==> config.mk <==
export PLATFORM = sky130hd
export DESIGN_NAME = imm_decode_stage
export DESIGN_NICKNAME = d
export VERILOG_FILES = /design/src/rtl/imm_pkg.sv /design/src/rtl/imm_decode_stage_extend.sv /design/src/rtl/imm_decode_stage.sv
export SDC_FILE = /design/constraint.sdc
export NUM_CORES = 1
export LEC_CHECK = 0
export ABC_AREA = 1
export CORE_ASPECT_RATIO = 1.25
export CORE_MARGIN = 1.5
export CORE_UTILIZATION = 49
export DETAILED_ROUTE_END_ITERATION = 7
export GPL_ROUTABILITY_DRIVEN = 0
export GPL_TIMING_DRIVEN = 0
export PLACE_DENSITY = 0.77
export SYNTH_ARGS = -nofsm -noshare
export SYNTH_HDL_FRONTEND = slang
export SYNTH_SLANG_ARGS = --single-unit
==> constraint.sdc <==
create_clock -name clk -period 1.5 [get_ports clk]
set_input_delay 0.225 -clock clk [delete_from_list [all_inputs] [get_ports clk]]
set_output_delay 0.225 -clock clk [all_outputs]
set_load 0.005 [all_outputs]
==> src/rtl/imm_pkg.sv <==
// imm_pkg: shared definitions for the decode-stage immediate controller.
//   - opcode constants (instr[15:11])
//   - immediate select encodings (bit 3 = sign-extend, bits [2:0] = field)
//   - skid-buffer entry struct and occupancy state enum
//   - NOP_INSTR, the word presented when no entry is valid
package imm_pkg;

  localparam logic [4:0] OP_ADDSP3   = 5'b00000;
  localparam logic [4:0] OP_B        = 5'b00010;
  localparam logic [4:0] OP_BEQZ     = 5'b00100;
  localparam logic [4:0] OP_BNEZ     = 5'b00101;
  localparam logic [4:0] OP_SHIFT    = 5'b00110;
  localparam logic [4:0] OP_ADDIU3   = 5'b01000;
  localparam logic [4:0] OP_ADDIU    = 5'b01001;
  localparam logic [4:0] OP_ADDSP_BT = 5'b01100;  // ADDSP / BTEQZ share the opcode
  localparam logic [4:0] OP_LI       = 5'b01101;
  localparam logic [4:0] OP_CMPI     = 5'b01110;
  localparam logic [4:0] OP_LW_SP    = 5'b10010;
  localparam logic [4:0] OP_LW       = 5'b10011;
  localparam logic [4:0] OP_SW_SP    = 5'b11010;
  localparam logic [4:0] OP_SW       = 5'b11011;

  localparam logic [3:0] IMM_U8    = 4'b0000;
  localparam logic [3:0] IMM_S8    = 4'b1000;
  localparam logic [3:0] IMM_S4    = 4'b1001;
  localparam logic [3:0] IMM_S5    = 4'b1010;
  localparam logic [3:0] IMM_S11   = 4'b1011;
  localparam logic [3:0] IMM_SHAMT = 4'b0101;

  localparam logic [15:0] NOP_INSTR = 16'h0800;

  typedef struct packed {
    logic        valid;
    logic [15:0] instr;
    logic [3:0]  sel;
    logic [15:0] imm;
    logic        has_imm;
  } imm_entry_t;

  typedef enum logic [1:0] {
    ST_EMPTY = 2'd0,
    ST_ONE   = 2'd1,
    ST_FULL  = 2'd2
  } occ_state_e;

endpackage

==> src/rtl/imm_decode_stage_extend.sv <==
// imm_extend: purely combinational immediate extractor/extender.
//   sel_i   in  4  : immediate select (bit 3 = sign-extend, [2:0] = field)
//   instr_i in  16 : instruction word
//   imm_o   out 16 : extended immediate
module imm_extend
  import imm_pkg::*;
(
  input  logic [3:0]  sel_i,
  input  logic [15:0] instr_i,
  output logic [15:0] imm_o
);

  logic sx;
  assign sx = sel_i[3];

  always_comb begin
    imm_o = '0;
    case (sel_i[2:0])
      IMM_U8[2:0]:  imm_o = {{8{sx & instr_i[7]}}, instr_i[7:0]};
      IMM_S4[2:0]:  imm_o = {{12{sx & instr_i[3]}}, instr_i[3:0]};
      IMM_S5[2:0]:  imm_o = {{11{sx & instr_i[4]}}, instr_i[4:0]};
      IMM_S11[2:0]: imm_o = {{5{sx & instr_i[10]}}, instr_i[10:0]};
      3'b100:       imm_o = {{13{sx & instr_i[4]}}, instr_i[4:2]};
      // Shift amount: a zero field encodes a shift by 8; never sign-extended.
      IMM_SHAMT[2:0]: begin
        if (instr_i[4:2] == 3'b000) imm_o = 16'd8;
        else                        imm_o = {13'd0, instr_i[4:2]};
      end
      default:      imm_o = '0;
    endcase
  end

endmodule

==> src/rtl/imm_decode_stage.sv <==
// imm_decode_stage: decode-stage immediate controller with a 2-entry skid buffer.
//   clk       in  1  : rising-edge clock
//   rst       in  1  : asynchronous active-low reset
//   in_valid  in  1  / in_ready out 1 : upstream handshake
//   in_instr  in  16 : fetched instruction
//   flush     in  1  : squash all buffered entries (branch taken)
//   out_valid out 1  / out_ready in 1 : downstream handshake
//   instr_out out 16, im_src_sel out 4, imm_out out 16, has_imm out 1 : head entry
module imm_decode_stage #(
  parameter logic [15:0] NOP_INSTR = imm_pkg::NOP_INSTR
) (
  input  logic        clk,
  input  logic        rst,
  input  logic        in_valid,
  output logic        in_ready,
  input  logic [15:0] in_instr,
  input  logic        flush,
  output logic        out_valid,
  input  logic        out_ready,
  output logic [15:0] instr_out,
  output logic [3:0]  im_src_sel,
  output logic [15:0] imm_out,
  output logic        has_imm
);
  import imm_pkg::*;

  occ_state_e state_q;
  imm_entry_t head_q;
  imm_entry_t tail_q;

  logic [3:0]  dec_sel;
  logic        dec_has;
  logic [15:0] ext_imm;
  imm_entry_t  new_entry;
  logic        accept;
  logic        pop;

  always_comb begin
    dec_sel = IMM_U8;
    dec_has = 1'b1;
    case (in_instr[15:11])
      OP_ADDIU, OP_ADDSP3, OP_BEQZ, OP_BNEZ,
      OP_CMPI, OP_LW_SP, OP_SW_SP, OP_ADDSP_BT: dec_sel = IMM_S8;
      OP_ADDIU3:                                dec_sel = IMM_S4;
      OP_LW, OP_SW:                             dec_sel = IMM_S5;
      OP_B:                                     dec_sel = IMM_S11;
      OP_LI:                                    dec_sel = IMM_U8;
      OP_SHIFT:                                 dec_sel = IMM_SHAMT;
      default:                                  dec_has = 1'b0;
    endcase
  end

  imm_extend u_extend (
    .sel_i   (dec_sel),
    .instr_i (in_instr),
    .imm_o   (ext_imm)
  );

  always_comb begin
    new_entry.valid   = 1'b1;
    new_entry.instr   = in_instr;
    new_entry.sel     = dec_sel;
    new_entry.imm     = dec_has ? ext_imm : 16'h0000;
    new_entry.has_imm = dec_has;
  end

  // in_ready depends only on state, so out_ready never reaches it combinationally.
  assign in_ready = (state_q != ST_FULL);
  assign accept   = in_valid && in_ready;
  assign pop      = head_q.valid && out_ready;

  always_ff @(posedge clk or negedge rst) begin
    if (!rst) begin
      state_q <= ST_EMPTY;
      head_q  <= '0;
      tail_q  <= '0;
    end else if (flush) begin
      // Flush wins over any same-cycle accept or pop.
      state_q <= ST_EMPTY;
      head_q  <= '0;
      tail_q  <= '0;
    end else begin
      case (state_q)
        ST_EMPTY: begin
          if (accept) begin
            head_q  <= new_entry;
            state_q <= ST_ONE;
          end
        end
        ST_ONE: begin
          if (accept && pop) begin
            head_q <= new_entry;
          end else if (accept) begin
            tail_q  <= new_entry;
            state_q <= ST_FULL;
          end else if (pop) begin
            head_q  <= '0;
            state_q <= ST_EMPTY;
          end
        end
        ST_FULL: begin
          if (pop) begin
            head_q  <= tail_q;
            tail_q  <= '0;
            state_q <= ST_ONE;
          end
        end
        default: begin
          state_q <= ST_EMPTY;
          head_q  <= '0;
          tail_q  <= '0;
        end
      endcase
    end
  end

  assign out_valid  = head_q.valid;
  assign instr_out  = head_q.valid ? head_q.instr : NOP_INSTR;
  assign im_src_sel = head_q.valid ? head_q.sel : 4'd0;
  assign imm_out    = head_q.valid ? head_q.imm : 16'd0;
  assign has_imm    = head_q.valid & head_q.has_imm;

endmodule

Word level (Yosys, flattened, before mapping)
Cells that the tools add are included.
{"block": "totals", "regBits": 78, "in_bits": 21, "out_inout_bits": 39, "elab_cells": 83}
{"block": "classes", "eq_ne": 29, "mux": 25, "n_bitwise": 5, "reduce_logical": 13}
{"operator": "$mux W38", "n": 8}
{"operator": "$pmux W38 S3", "n": 2}
{"operator": "$pmux W16 S6", "n": 1}
{"operator": "$mux W16", "n": 3}
{"operator": "$eq A5 B4 Y1 const B", "n": 5}
{"operator": "$eq A5 B5 Y1 const B", "n": 4}
{"operator": "$pmux W4 S5", "n": 1}
{"operator": "$eq A5 B3 Y1 const B", "n": 3}
{"operator": "$reduce_or A14 Y1", "n": 1}
{"operator": "$mux W2", "n": 6}
{"operator": "$ne A3 B3 Y1 const B", "n": 4}
{"operator": "$ne A4 B4 Y1 const B", "n": 3}
{"operator": "$reduce_and A4 Y1", "n": 3}
{"operator": "$mux W4", "n": 2}
{"operator": "$reduce_or A8 Y1", "n": 1}
{"operator": "$eq A3 B2 Y1 const B", "n": 2}
{"operator": "$eq A3 B3 Y1 const B", "n": 2}
{"operator": "$logic_not A3 Y1", "n": 2}
{"operator": "$pmux W2 S3", "n": 1}
{"operator": "$and A1 B1 Y1", "n": 5}
{"operator": "$eq A5 B2 Y1 const B", "n": 1}
{"operator": "$logic_not A5 Y1", "n": 1}
{"operator": "$ne A2 B2 Y1 const B", "n": 2}
{"operator": "$eq A3 B1 Y1 const B", "n": 1}
{"operator": "6 further kinds", "n": 8}

Logic depth before layout (Yosys ltp)
{"block": "depth", "word_depth": 10, "ltp_mapped": 12, "depth_no_buf": 12}

By module
A second synthesis with hierarchy kept.
{"block": "unflattened", "hier_cells": 635, "hier_area_um2": 4357.9}
{"mod": "imm_decode_stage", "instances": 1, "cells_each": 561, "area_per_inst_um2": 3991.3, "seq_area_each_um2": 1951.9}
{"mod": "imm_extend", "instances": 1, "cells_each": 74, "area_per_inst_um2": 366.6, "seq_area_each_um2": 0.0}

Worst setup path before layout
No wires, ideal clock.
{"block": "synth_path", "path_kind": "register -> register", "from": "register state_q[1]", "to": "register tail_q[0] in the netlist's numbering", "setup_ns": 0.135, "t_arrival_ns": 1.428, "required_ns": 1.365, "slack_ns": -0.063, "path_stages_with_launch": 10, "path_buffers": 1, "path_cell_list": "dfrtp_1 > inv_2 > nor2_4 > inv_2 > nand3b_1 > o21a_1 > nand2_1 > nor2_1 > buf_2 > o22ai_1"}
{"block": "synth_between", "elab_chain_cells": 5}
{"element": "start: declaration", "line": "imm_decode_stage.sv:27", "source": "occ_state_e state_q;"}
{"element": "start signal: assignment", "line": "imm_decode_stage.sv:74", "source": "state_q <= ST_EMPTY;"}
{"element": "start signal: assignment", "line": "imm_decode_stage.sv:79", "source": "state_q <= ST_EMPTY;"}
{"element": "start signal: assignment", "line": "imm_decode_stage.sv:87", "source": "state_q <= ST_ONE;"}
{"element": "$ne A2 B2 Y1", "line": "imm_decode_stage.sv:68", "source": "assign in_ready = (state_q != ST_FULL);"}
{"element": "$logic_and A1 B1 Y1", "line": "imm_decode_stage.sv:69", "source": "assign accept = in_valid && in_ready;"}
{"element": "$logic_and A1 B1 Y1", "line": "imm_decode_stage.sv:91", "source": "if (accept && pop) begin"}
{"element": "$ne A3 B3 Y1 (no source line)"}
{"element": "$reduce_and A4 Y1 (no source line)"}
{"element": "end signal: assignment", "line": "imm_decode_stage.sv:94", "source": "tail_q <= new_entry;"}
{"element": "end: declaration", "line": "imm_decode_stage.sv:29", "source": "imm_entry_t tail_q;"}
Parallel ways exist; a longest one is shown, timed or not.
A chain may end at the register's enable or synchronous reset.

Worst setup path in the final report
{"block": "layout_path", "from": "register state_q[1]", "to": "register tail_q[20] in the netlist's numbering"}
The elaborated chain is that of the path after synthesis.

==> results.sh <==
export IMPL_status="complete, but fails checks"
export IMPL_violations="negative hold slack, negative setup slack"
export IMPL_async_flop_share_pct=100.0
export IMPL_clk_pin_slew_ns=0.09
export IMPL_synthesis_nets=540
export IMPL_hold_ws_ns=-0.03363
export IMPL_drcViolationCount=0
export IMPL_clockBufferDepth=2
export IMPL_num_antenna_cells=0
export IMPL_setup_viol=106
export IMPL_start_util_pct=50.66
export IMPL_cp_start_kind="flop"
export IMPL_r2r_slack_ns=-0.43
export IMPL_io_pins=60
export IMPL_maxCapViolCount=0
export IMPL_grt_pass1_vias=3801
export IMPL_drive_gt1_share_pct=37.40
export IMPL_htree_levels=3
export IMPL_synth_avg_cell_area_um2=7.182
export IMPL_cp_data_arrival_time_ns=2.18
export IMPL_cts_root_buf="clkbuf_8"
export IMPL_hpwl_mm=6.626
export IMPL_relSlewSlack_pct=40.33
export IMPL_tns_ns=-21.66
export IMPL_grt_use_total_pct=30.74
export IMPL_synth_cell_types=28
export IMPL_layout_commonest_cell="nand2_1"
export IMPL_antenna_found_initial=0
export IMPL_path_max_fanout=6
export IMPL_end_kind="flop"
export IMPL_num_rows=35
export IMPL_globalRouteOverflowTotal=0
export IMPL_post_drt_wl_per_cell_um=16.82
export IMPL_coreArea_mm2=0.007357
export IMPL_cts_tree="yes"
export IMPL_synth_edf_count=0
export IMPL_wirelength_mm=12.43
export IMPL_via_count=4077
export IMPL_skew_ns=0.01304
export IMPL_finalHoldViolCount=18
export IMPL_die_w_um=81.01
export IMPL_worst_endpoint_required_ns=1.75
export IMPL_ant_nets=0
export IMPL_path_class="flop to flop"
export IMPL_syn_inst=519
export IMPL_worst_slack_ns=-0.4338
export IMPL_maxSlewViolCount=0
export IMPL_die_area_mm2=0.008142
export IMPL_final_net_count=663
export IMPL_leakage_nw=3.223
export IMPL_io_buffer_count=59
export IMPL_clkSinkCount=70
export IMPL_drt_iter0_markers=412
export IMPL_drt_pass1_iter_count=5
export IMPL_syn_to_final_growth_pct=51.73
export IMPL_worstMarginPinSlew_ns=0.8950
export IMPL_final_util_pct=76.87
export IMPL_powerDensity_mw_per_mm2=1487
export IMPL_cts_buffers=9
export IMPL_grt_pass1_wl_mm=18.73
export IMPL_syn_area_mm2=0.003727
export IMPL_ys_seq_elements=70
export IMPL_fin_crit_sh_pct=128.9
export IMPL_rsz0062_at_grt="yes"
export IMPL_hp_class="input port to asynchronous set/reset pin"
export IMPL_yosys_warnings=0
export IMPL_ys_seq_area_share_pct=47.00
export IMPL_peakVddDrop_uv=896.0
export IMPL_grt_max_degree=71
export IMPL_max_freq_mhz=517.1
export IMPL_via_per_inst=5.517
export IMPL_die_h_um=100.5
export IMPL_yosys_most_used_dff="dfrtp_1"
export IMPL_final_cell_mix="nand2_1, inv_1, dfrtp_1, buf_6"
export IMPL_fin_crit_ns=1.934
export IMPL_clk_insertion_delay_late_ns=0.36
-- metrics by stage --
| step | cells | total power [mW] | worst slack (ns) | instance area [µm²] |
|---|---|---|---|---|
| 2_1_floorplan | 519 | 3.841 | -0.05752 | 3745 |
| 3_3_place_gp | 670 | 4.599 | -2.159 | 4451 |
| 3_5_place_dp | 670 | 4.656 | -0.7256 | 4448 |
| 4_1_cts | 732 | 7.845 | -0.2042 | 5426 |
| 5_1_grt | 739 | 8.745 | -0.4299 | 5655 |
| 6_report | 739 | 8.410 | -0.4338 | 5655 |
-- sequential cells by signal (all words and copies together), names as in the netlist --
| signal | count |
|---|---|
| head_q | 33 |
| out_valid | 1 |
| state_q | 2 |
| tail_q | 34 |
-- worst max-delay path: stages, from the launching register on --
cell and delay, ns:
dfrtp_2 0.42, inv_2 0.08, buf_4 0.11, nand2_2 0.09
nor2_4 0.15, inv_1 0.10, or2_1 0.29, nand2_4 0.14
clkbuf_4 0.19, o21ai_1 0.07, o21ai_1 0.19
-- metal layers --
layer | share of wire, % | up-vias | wire (µm) | track usage, %
met1 | 37 | 1946 | 4645 | 37.37
met3 | 6.0 | 67 | 750 | 4.887
met2 | 51 | 210 | 6289 | 52.18
met5 | 0 | - | 0 | 0
li1 | - | 1854 | - | -
met4 | 6.0 | 0 | 744 | 15.65
-- cells by family after synthesis --
family          count (synthesis)  synth area share (%)
simple gates                  261                 28.40
buf+inv                       111                 12.45
compound gates                 77                 12.15
flops                          70                 47.00
-- final cells by class --
type / count / area [µm²]
Fill cell: 487 / 1702
Tap cell: 92 / 115.1
Sequential cell: 70 / 1754
Buffer: 24 / 287.8
Clock buffer: 10 / 137.6
Inverter: 86 / 330.3
Timing Repair Buffer: 112 / 1010
Clock inverter: 6 / 85.08
Multi-Input combinational cell: 339 / 1936
-- synthesized netlist by cell type (3+ instances only) --
| cell type | instances | area share, % |
|---|---|---|
| nor2_1 | 14 | 1.4 |
| buf_4 | 4 | 0.81 |
| buf_2 | 7 | 0.94 |
| nand4_1 | 5 | 0.84 |
| o21ai_0 | 30 | 4.0 |
| nand2_1 | 219 | 22 |
| buf_6 | 3 | 0.91 |
| nand3_1 | 10 | 1.3 |
| inv_1 | 84 | 8.5 |
| clkbuf_1 | 9 | 0.91 |
| a21oi_1 | 3 | 0.40 |
| o22ai_1 | 39 | 6.5 |
| dfrtp_1 | 70 | 47 |
| nand2_2 | 3 | 0.50 |
-- power breakdown --
part	internal (mW)	switching, mW
logic	1.94	2.23
registers	2.24	0.260
clock network	0.975	0.773
-- final timing paths --
path | cells after the start | endpoint | startpoint
worst max-delay path | 10 | tail_q[20] | state_q[1]
worst min-delay path | 1 | tail_q[34] | rst
worst max register to register | 10 | tail_q[20] | state_q[1]
worst min register to register | 2 | tail_q[9] | tail_q[9]
max in group asynchronous | 1 | state_q[0] | rst
min in group clk | 3 | tail_q[33] | in_instr[12]
-- what timing repair did --
item                                    in CTS  in global routing
gates resized for setup                    310                 68
cloned                                       6                  1
endpoints found under the hold margin        0                  0
hold buffers                                 0                  0
buffers inserted                            40                  7
endpoints found under the setup margin     107                106
pin swaps                                   15                  8
Power figures use the tool's default switching activity.
